## src/rtl/i2c_target_pkg.sv

```systemverilog
// Shared types and constants for the I2C write target (and its optional read path).
package i2c_target_pkg;

    typedef enum logic [2:0] {
        IDLE,
        ADDR,
        ACK,
        SUB,
        WDATA,
        IGNORE,
        RDATA
    } state_t;

    localparam logic       ACK_BIT       = 1'b0;
    localparam logic       NAK_BIT       = 1'b1;
    localparam logic       RW_WRITE      = 1'b0;
    localparam logic [3:0] BITS_PER_BYTE = 4'd8;

endpackage

```

## src/rtl/i2c_sync.sv

```systemverilog
// Two-flop synchronizer for one I2C pad line with rise/fall strobes.
// The strobes stay quiet until the edge-history flop holds a real sample after reset.
module i2c_sync (
    input  logic clk,
    input  logic rst_n,
    input  logic async_in,
    output logic sync_out,
    output logic rise,
    output logic fall
);

    logic       meta_q;
    logic       sync_q;
    logic       prev_q;
    logic [2:0] primed_q;

    always_ff @(posedge clk or negedge rst_n) begin
        if (!rst_n) begin
            meta_q   <= 1'b1;
            sync_q   <= 1'b1;
            prev_q   <= 1'b1;
            primed_q <= 3'b000;
        end else begin
            meta_q   <= async_in;
            sync_q   <= meta_q;
            prev_q   <= sync_q;
            primed_q <= {primed_q[1:0], 1'b1};
        end
    end

    // Without the primed gate a low pad seen right after reset would look like an edge.
    assign sync_out = sync_q;
    assign rise     = primed_q[2] &  sync_q & ~prev_q;
    assign fall     = primed_q[2] & ~sync_q &  prev_q;

endmodule

```

## src/rtl/i2c_target.sv

```systemverilog
// I2C register-write target: START, address, sub-address, then auto-incrementing writes.
// Define I2C_TARGET_READ_EN to add the read path (rd_data/rd_addr ports and RDATA state).
module i2c_target
    import i2c_target_pkg::*;
#(
    parameter logic [6:0] I2C_ADDR = 7'h70
) (
    input  logic       clk,
    input  logic       rst_n,
    input  logic       scl_in,
    input  logic       sda_in,
`ifdef I2C_TARGET_READ_EN
    input  logic [7:0] rd_data,
    output logic [7:0] rd_addr,
`endif
    output logic       sda_oe,
    output logic       wr_en,
    output logic [7:0] wr_addr,
    output logic [7:0] wr_data,
    output logic       busy
);

    logic scl_sync, scl_rise, scl_fall;
    logic sda_sync, sda_rise, sda_fall;
    logic start_det, stop_det;

    state_t     state, state_nxt;
    state_t     ack_next, ack_next_nxt;
    logic [3:0] bit_cnt, bit_cnt_nxt;
    logic [7:0] shift_q, shift_nxt;
    logic [7:0] tx_q, tx_nxt;
    logic [7:0] pointer, pointer_nxt;
    logic       busy_nxt, wr_en_nxt, sda_oe_nxt;
    logic [7:0] wr_addr_nxt, wr_data_nxt;

    i2c_sync u_scl_sync (
        .clk      (clk),
        .rst_n    (rst_n),
        .async_in (scl_in),
        .sync_out (scl_sync),
        .rise     (scl_rise),
        .fall     (scl_fall)
    );

    i2c_sync u_sda_sync (
        .clk      (clk),
        .rst_n    (rst_n),
        .async_in (sda_in),
        .sync_out (sda_sync),
        .rise     (sda_rise),
        .fall     (sda_fall)
    );

    assign start_det = sda_fall & scl_sync;
    assign stop_det  = sda_rise & scl_sync;

`ifdef I2C_TARGET_READ_EN
    assign rd_addr = pointer;
`endif

    always_ff @(posedge clk or negedge rst_n) begin
        if (!rst_n) begin
            state    <= IDLE;
            ack_next <= IDLE;
            bit_cnt  <= 4'd0;
            shift_q  <= 8'h00;
            tx_q     <= 8'hFF;
            pointer  <= 8'h00;
            busy     <= 1'b0;
            wr_en    <= 1'b0;
            wr_addr  <= 8'h00;
            wr_data  <= 8'h00;
            sda_oe   <= 1'b0;
        end else begin
            state    <= state_nxt;
            ack_next <= ack_next_nxt;
            bit_cnt  <= bit_cnt_nxt;
            shift_q  <= shift_nxt;
            tx_q     <= tx_nxt;
            pointer  <= pointer_nxt;
            busy     <= busy_nxt;
            wr_en    <= wr_en_nxt;
            wr_addr  <= wr_addr_nxt;
            wr_data  <= wr_data_nxt;
            sda_oe   <= sda_oe_nxt;
        end
    end

    always_comb begin
        state_nxt    = state;
        ack_next_nxt = ack_next;
        bit_cnt_nxt  = bit_cnt;
        shift_nxt    = shift_q;
        tx_nxt       = tx_q;
        pointer_nxt  = pointer;
        busy_nxt     = busy;
        wr_en_nxt    = 1'b0;
        wr_addr_nxt  = wr_addr;
        wr_data_nxt  = wr_data;

        if (start_det) begin
            state_nxt   = ADDR;
            bit_cnt_nxt = 4'd0;
        end else if (stop_det) begin
            state_nxt   = IDLE;
            bit_cnt_nxt = 4'd0;
            busy_nxt    = 1'b0;
        end else begin
            case (state)
                ADDR, SUB, WDATA: begin
                    if (scl_rise && bit_cnt < BITS_PER_BYTE) begin
                        shift_nxt   = {shift_q[6:0], sda_sync};
                        bit_cnt_nxt = bit_cnt + 4'd1;
                        if (state == WDATA && bit_cnt == BITS_PER_BYTE - 4'd1) begin
                            wr_en_nxt   = 1'b1;
                            wr_addr_nxt = pointer;
                            wr_data_nxt = {shift_q[6:0], sda_sync};
                            pointer_nxt = pointer + 8'd1;
                        end
                    end else if (scl_fall && bit_cnt == BITS_PER_BYTE) begin
                        // Byte complete: enter the ACK slot, or walk away with SDA released.
                        bit_cnt_nxt = 4'd0;
                        state_nxt   = ACK;
                        case (state)
                            ADDR: begin
                                if (shift_q[7:1] != I2C_ADDR) begin
                                    state_nxt = IGNORE;
                                end else if (shift_q[0] == RW_WRITE) begin
                                    busy_nxt     = 1'b1;
                                    ack_next_nxt = SUB;
                                end else begin
`ifdef I2C_TARGET_READ_EN
                                    busy_nxt     = 1'b1;
                                    ack_next_nxt = RDATA;
`else
                                    state_nxt    = IGNORE;
`endif
                                end
                            end
                            SUB: begin
                                pointer_nxt  = shift_q;
                                ack_next_nxt = WDATA;
                            end
                            default: ack_next_nxt = WDATA;
                        endcase
                    end
                end
                ACK: begin
                    if (scl_fall) begin
                        state_nxt   = ack_next;
                        bit_cnt_nxt = 4'd0;
`ifdef I2C_TARGET_READ_EN
                        tx_nxt      = rd_data;
`endif
                    end
                end
                RDATA: begin
                    // bit_cnt counts scl falls here so SDA only moves while SCL is low.
                    if (scl_fall) begin
                        if (bit_cnt == BITS_PER_BYTE - 4'd1) begin
                            bit_cnt_nxt = BITS_PER_BYTE;
                            pointer_nxt = pointer + 8'd1;
                        end else if (bit_cnt == BITS_PER_BYTE) begin
                            bit_cnt_nxt = 4'd0;
`ifdef I2C_TARGET_READ_EN
                            tx_nxt      = rd_data;
`endif
                        end else begin
                            bit_cnt_nxt = bit_cnt + 4'd1;
                            tx_nxt      = {tx_q[6:0], 1'b1};
                        end
                    end else if (scl_rise && bit_cnt == BITS_PER_BYTE && sda_sync == NAK_BIT) begin
                        state_nxt = IGNORE;
                    end
                end
                default: ;
            endcase
        end

        sda_oe_nxt = (state_nxt == ACK) ||
                     (state_nxt == RDATA && bit_cnt_nxt < BITS_PER_BYTE && tx_nxt[7] == ACK_BIT);
    end

endmodule

```

## config.mk

```make
export PLATFORM = sky130hd
export DESIGN_NAME = i2c_target
export DESIGN_NICKNAME = d
export VERILOG_FILES = /design/src/rtl/i2c_target_pkg.sv /design/src/rtl/i2c_sync.sv /design/src/rtl/i2c_target.sv
export SDC_FILE = /design/constraint.sdc
export NUM_CORES = 1
export LEC_CHECK = 0
export BUFFER_PORTS_ARGS = -buffer_cell sky130_fd_sc_hd__buf_2
export CORE_MARGIN = 1.5
export CORE_UTILIZATION = 59
export CTS_BUF_LIST = sky130_fd_sc_hd__clkbuf_4 sky130_fd_sc_hd__clkbuf_8 sky130_fd_sc_hd__clkbuf_16
export CTS_CLUSTER_DIAMETER = 60
export CTS_CLUSTER_SIZE = 25
export DETAILED_ROUTE_END_ITERATION = 12
export PLACE_DENSITY_LB_ADDON = 0.12
export SKIP_LAST_GASP = 1
export SYNTH_ARGS = -nofsm -noshare
export SYNTH_HDL_FRONTEND = slang
export SYNTH_SLANG_ARGS = --single-unit
```

## constraint.sdc

```tcl
create_clock -name clk -period 2.3 [get_ports clk]
set_input_delay 0.46 -clock clk [delete_from_list [all_inputs] [get_ports clk]]
set_output_delay 0.46 -clock clk [all_outputs]
set_load 0.02 [all_outputs]
```

# Word level (Yosys, flattened, before mapping)
# Index checks and enable logic that the tools add are counted.
# W data, S select, Z words.
# word_totals
reg_bits	58
in_bits	4
output_inout_bits	19
elab_cells	127
# classes
n_addsub	2
order_cmp	2
n_eq_ne	20
mux	48
bitwise	18
n_reduce_logical	18
# ops
op	count
$mux W8	12
$mux W3	13
$mux W4	8
$pmux W8 S2	1
$ne A2 B2 Y1 const B	7
$reduce_and A7 Y1	2
$mux W1	12
$pmux W4 S3	1
$and A1 B1 Y1	10
$eq A3 B2 Y1 const B	3
$eq A3 B3 Y1 const B	3
$ne A3 B3 Y1 const B	3
$pmux W3 S3	1
$add A8 B1 Y8 const B	1
$lt A4 B4 Y1 const B	2
$not A1 Y1	8
$reduce_and A8 Y1	1
$reduce_bool A2 Y1	4
$logic_and A1 B1 Y1	7
$ne A7 B7 Y1 const B	1
$reduce_and A5 Y1	1
$add A4 B1 Y4 const B	1
$eq A4 B3 Y1 const B	1
$eq A4 B4 Y1 const B	1
other kinds (4)	4

# Longest topological paths before layout
# logic_depth
word_depth	13
mapped_depth	8
mapped_depth_nobuf	7

# Modules after synthesis
# From an unflattened synthesis, not the netlist that was laid out.
# unflattened
hier_cells	232
area_unflattened_um2	2720.1
# modules_own_cells
module	instances	cells_per_inst	area_per_inst_um2	seq_area_each_um2
i2c_target	1	214	2369.8	1127.3
i2c_sync	2	9	175.2	153.9

# Worst setup path after synthesis
# Ideal clock, no wire load.
# synth_timing
path_kind	register to register
from	register state[0]
to	register wr_addr[0]
setup_ps	125
arrival_ps	1938
t_required_ps	2175
setup_slack_ps	237
stages_incl_launch_ff	8
path_buffers	2
synth_period_minus_slack_ps	2063
cell_sequence	dfrtp_1 > or3b_1 > o21ai_2 > nand3_4 > or3_1 > buf_6 > buf_6 > mux2_4
# synth_via
elab_chain_cells	3
word_cells_on_any_way	6
classes_between	eq/ne: 3; reduce/logical: 3
# synth_rtl
item	line	source
from (decl)	i2c_target.sv:27	state_t state, state_nxt;
from (signal assigned)	i2c_target.sv:75	state <= state_nxt;
$eq A3 B3 Y1, or another cell as far along	i2c_target.sv:109, i2c_target.sv:114	
$reduce_or A3 Y1 / $logic_and A1 B1 Y1 (equally long branches)	i2c_target.sv:109, i2c_target.sv:114	
$reduce_and A5 Y1 (no line) (*)	--	
to (signal assigned)	i2c_target.sv:83	wr_addr <= wr_addr_nxt;
to (decl)	i2c_target.sv:18	output logic [7:0] wr_addr,
# Mark *: on every way between the ends. The rest lies on a longest branch, timed or not.
# A chain may end at the register's enable or synchronous reset.

# Final worst setup path
# layout_timing
from	register state[2]
to	register wr_addr[2]
# The elaborated chain is that of the path after synthesis.

==> results.md <==
* CP Max Fanout at 17
* Fmax at about 480 MHz
* # rows at 24
* P_int at between 1 and 1.5 mW
* Count leader, synth: dfrtp_1
* Fraction of the cycle the final worst path needs at 0.913
* Htree depth at 2
* Vias at approximately 2000
* DIE WIDTH at around 70 um
* R2r worst-path depth at 6
* Slowest stage delay, CP at 0.48 ns
* Post-layout nets at between 200 and 300
* Sw Share at 0.249
* Hold Path Class: in -> async
* Pwr Total at 1.86 mW
* Hold_buf cts at 0
* WL final at 5620 um
* Post-route ant nets at 0
* Seq/Total Area, Yosys at 0.514
* Run status: completed
* FF-to-FF End: wr_addr[2]$_DFFE_PN0P_
* RSZ-0062 raised after global routing: no
* Critical Path, Cell by Cell: or3b_1 > o21ai_2 > nand3_4 > or3_1 > buf_4 > mux2_4
* Count of final setup violators at 0
* RePlAce Congestion at 1.01
* Cell area after synthesis at 2650 um2
* Critical Path RT at 2.51 ns
* Pwr dens at 618 nW/um2
* Clock share of power at 0.349
* Critical path type: reg -> reg
* Core Area at ~4300 um2
* Synth area leaders: dfrtp_1 44%, dfstp_2 6.9%, mux2_2 6.8%, mux2_4 5.1%, nor3_1 2.3%
* Die Span Y at 70.0 um
* Cell family with most CP delay: simple AND/OR/NAND/NOR gates
* #FFs+latches synth at 54
* Routed WL per cell at 17.6 um
* Post-synth EDFFs at 0
* Syn nets at 238
* Crit path capture type: flip-flop
* Yosys Warn Count at 0
* Gate power share at 0.079
* Reg2reg start: state[2]$_DFF_PN0_
* Vias/cell at 6.34
* Final TNS setup at 0 ns
* Clock Sinks at 54
* Pin count of the biggest net entering global routing at 41
* P&R area growth vs syn at 13.9%
* Data arrival, critical path at 2.30 ns
* DP Wirelength at 3890 um
* Share of cells above drive strength 1 at 0.315
* Startpoint types: flip-flop
* Worst vdd ir at 0.000462 V
* Commonest cells in the netlist: 47 x dfrtp_1, 16 x mux2_2, 13 x nand2_1, 13 x nor2_1, 12 x nor3_1
* Clock buffer depth at 2
* DIE AREA at roughly 4900 um2
* Final Max Slew Viols at 0
* Ant. Diodes at 0
* R2R setup slack at 0.20 ns
* CP bufs+invs at 1
* Leakage power of the design at 1.47 nW
* Worst Skew at roughly 0.013 ns
* I/O pins at 23
* Psw at 0.463 mW
* Final min period at between 2 and 2.5 ns
* First-pass GRT wire length at 9630 um
* # port buffers at 22
* Post-route DRC at 0
* Total of max-cap violations at 0
* Cells after Synth at ~230
* Clock Pin Slew Worst Setup and Hold Paths at 0.10 ns
* GR Util All Layers at 0.246
* Max-slew headroom at 0.578
* CP max stage cell: dfrtp_1
* Finished Core Util at 0.697
* First-pass DRT Iterations at 6
* Num CTS Buffers at 5
* TritonCTS clock tree: built
* Register share of total power at 0.572
* Area leader, netlist: dfrtp_1
* Yosys top cell area share at 0.444
* Async SR Flop Fraction at 1.00
* Initial Util at 0.612
* Antenna violations before repair at 0
* Syn Area/Cell at 11.5 um2
* Initial DRC count at between 150 and 200
* Netlist cell types at 57
* Worst-margin pin slew at about 0.63 ns
* GRT overflow at 0
* Final hold violation count at 0
* Root buf cell: clkbuf_8
* Top FF cell, synth: dfrtp_1
* Vias in the first global route at 1955
* Worst-Skew Late Latency at between 0.3 and 0.4 ns
## kinds of logic (layout without fill, tap and decap cells)
| group | Yosys count | after routing | synth area share |
|---|---|---|---|
| buffers and inverters | 17 | 53 | 0.0302 |
| and+or+nand+nor | 77 | 77 | 0.167 |
| DFF | 54 | 54 | 0.514 |
| AOI/OAI and AO/OA | 50 | 50 | 0.139 |
| other | 1 | 1 | 0.00142 |
| adders and majority gates | 3 | 3 | 0.0142 |
| muxes | 28 | 28 | 0.130 |
| xor gates and xnor gates | 1 | 1 | 0.00331 |
## per-stage QoR
| step | setup slack [ns] | std cells | hold WS (ns) | cell area (um2) |
|---|---|---|---|---|
| finish | 0.201 | 319 | 0.0417 | 3020 |
| global route | 0.0903 | 319 | 0.0695 | 3020 |
| CTS | 0.146 | 319 | 0.0489 | 3010 |
| detailed placement | 0.218 | 311 | 0.340 | 2900 |
| global placement | 0.255 | 311 | 0.334 | 2900 |
| floorplan | 0.237 | 231 | 0.164 | 2650 |
## cells in the final DEF, fill, tap and decap left out, types with 7 or more instances in the layout
cell,instances
dfrtp_1,47
buf_2,22
mux2_2,16
buf_4,14
nand2_1,13
nor2_1,13
nor3_1,12
mux2_4,9
inv_1,8
dfstp_2,7
## sequential cells by signal, summed over array words and instances (netlist names), 2 cells and up
register             count
shift_q                  8
state                    3
wr_data                  8
wr_addr                  8
bit_cnt                  4
u_sda_sync.primed_q      2
ack_next                 2
pointer                  8
## power groups by stage
stage	clock, mW	combinational (mW)	sequential (mW)
after floorplan	0	0.0965	1.06
after global placement	0	0.142	1.08
after detailed placement	0	0.145	1.08
after CTS	0.662	0.148	1.07
after global routing	0.694	0.162	1.08
final	0.650	0.147	1.07
## routing by layer
metal | GRT usage | wire (um)
met3 | 0.0563 | 367
met2 | 0.377 | 2580
met5 | 0 | 0
met1 | 0.359 | 2600
met4 | 0.0598 | 74
## how the worst max path moves through the flow
stage                                 from                      to  slack [ns]  depth (start not counted)
finish                  state[2]$_DFF_PN0_  wr_addr[2]$_DFFE_PN0P_        0.20                          6
global route        shift_q[4]$_DFFE_PN0P_        sda_oe$_DFF_PN0_        0.09                          6
CTS                     state[2]$_DFF_PN0_  pointer[0]$_DFFE_PN0P_        0.15                          6
detailed placement      state[2]$_DFF_PN0_  pointer[0]$_DFFE_PN0P_        0.22                          6
global placement        state[0]$_DFF_PN0_  wr_addr[7]$_DFFE_PN0P_        0.25                          6
floorplan               state[0]$_DFF_PN0_  wr_addr[0]$_DFFE_PN0P_        0.24                          7
## repair_timing
item                                    in CTS  in global routing
endpoints found under the hold margin        0                  0
setup buffers                                0                  0
gates resized for setup                      0                  1
endpoints found under the setup margin       0                  2
## worst register-to-register path: stages, from the launching register on
cell and delay (ns):
dfrtp_1 0.48, or3b_1 0.43, o21ai_2 0.14, nand3_4 0.08, or3_1 0.30, buf_4 0.23
mux2_4 0.33
## cell type report
type / instances / area, um2
multi-input cells: 160 / 1210
inverters: 8 / 30.0
flip-flops and latches: 54 / 1360
clock inverters: 3 / 43.8
clock buffers: 5 / 68.8
well taps: 52 / 65.1
fillers: 336 / 1310
repair buffers: 37 / 235
Power figures use the tool's default switching activity.
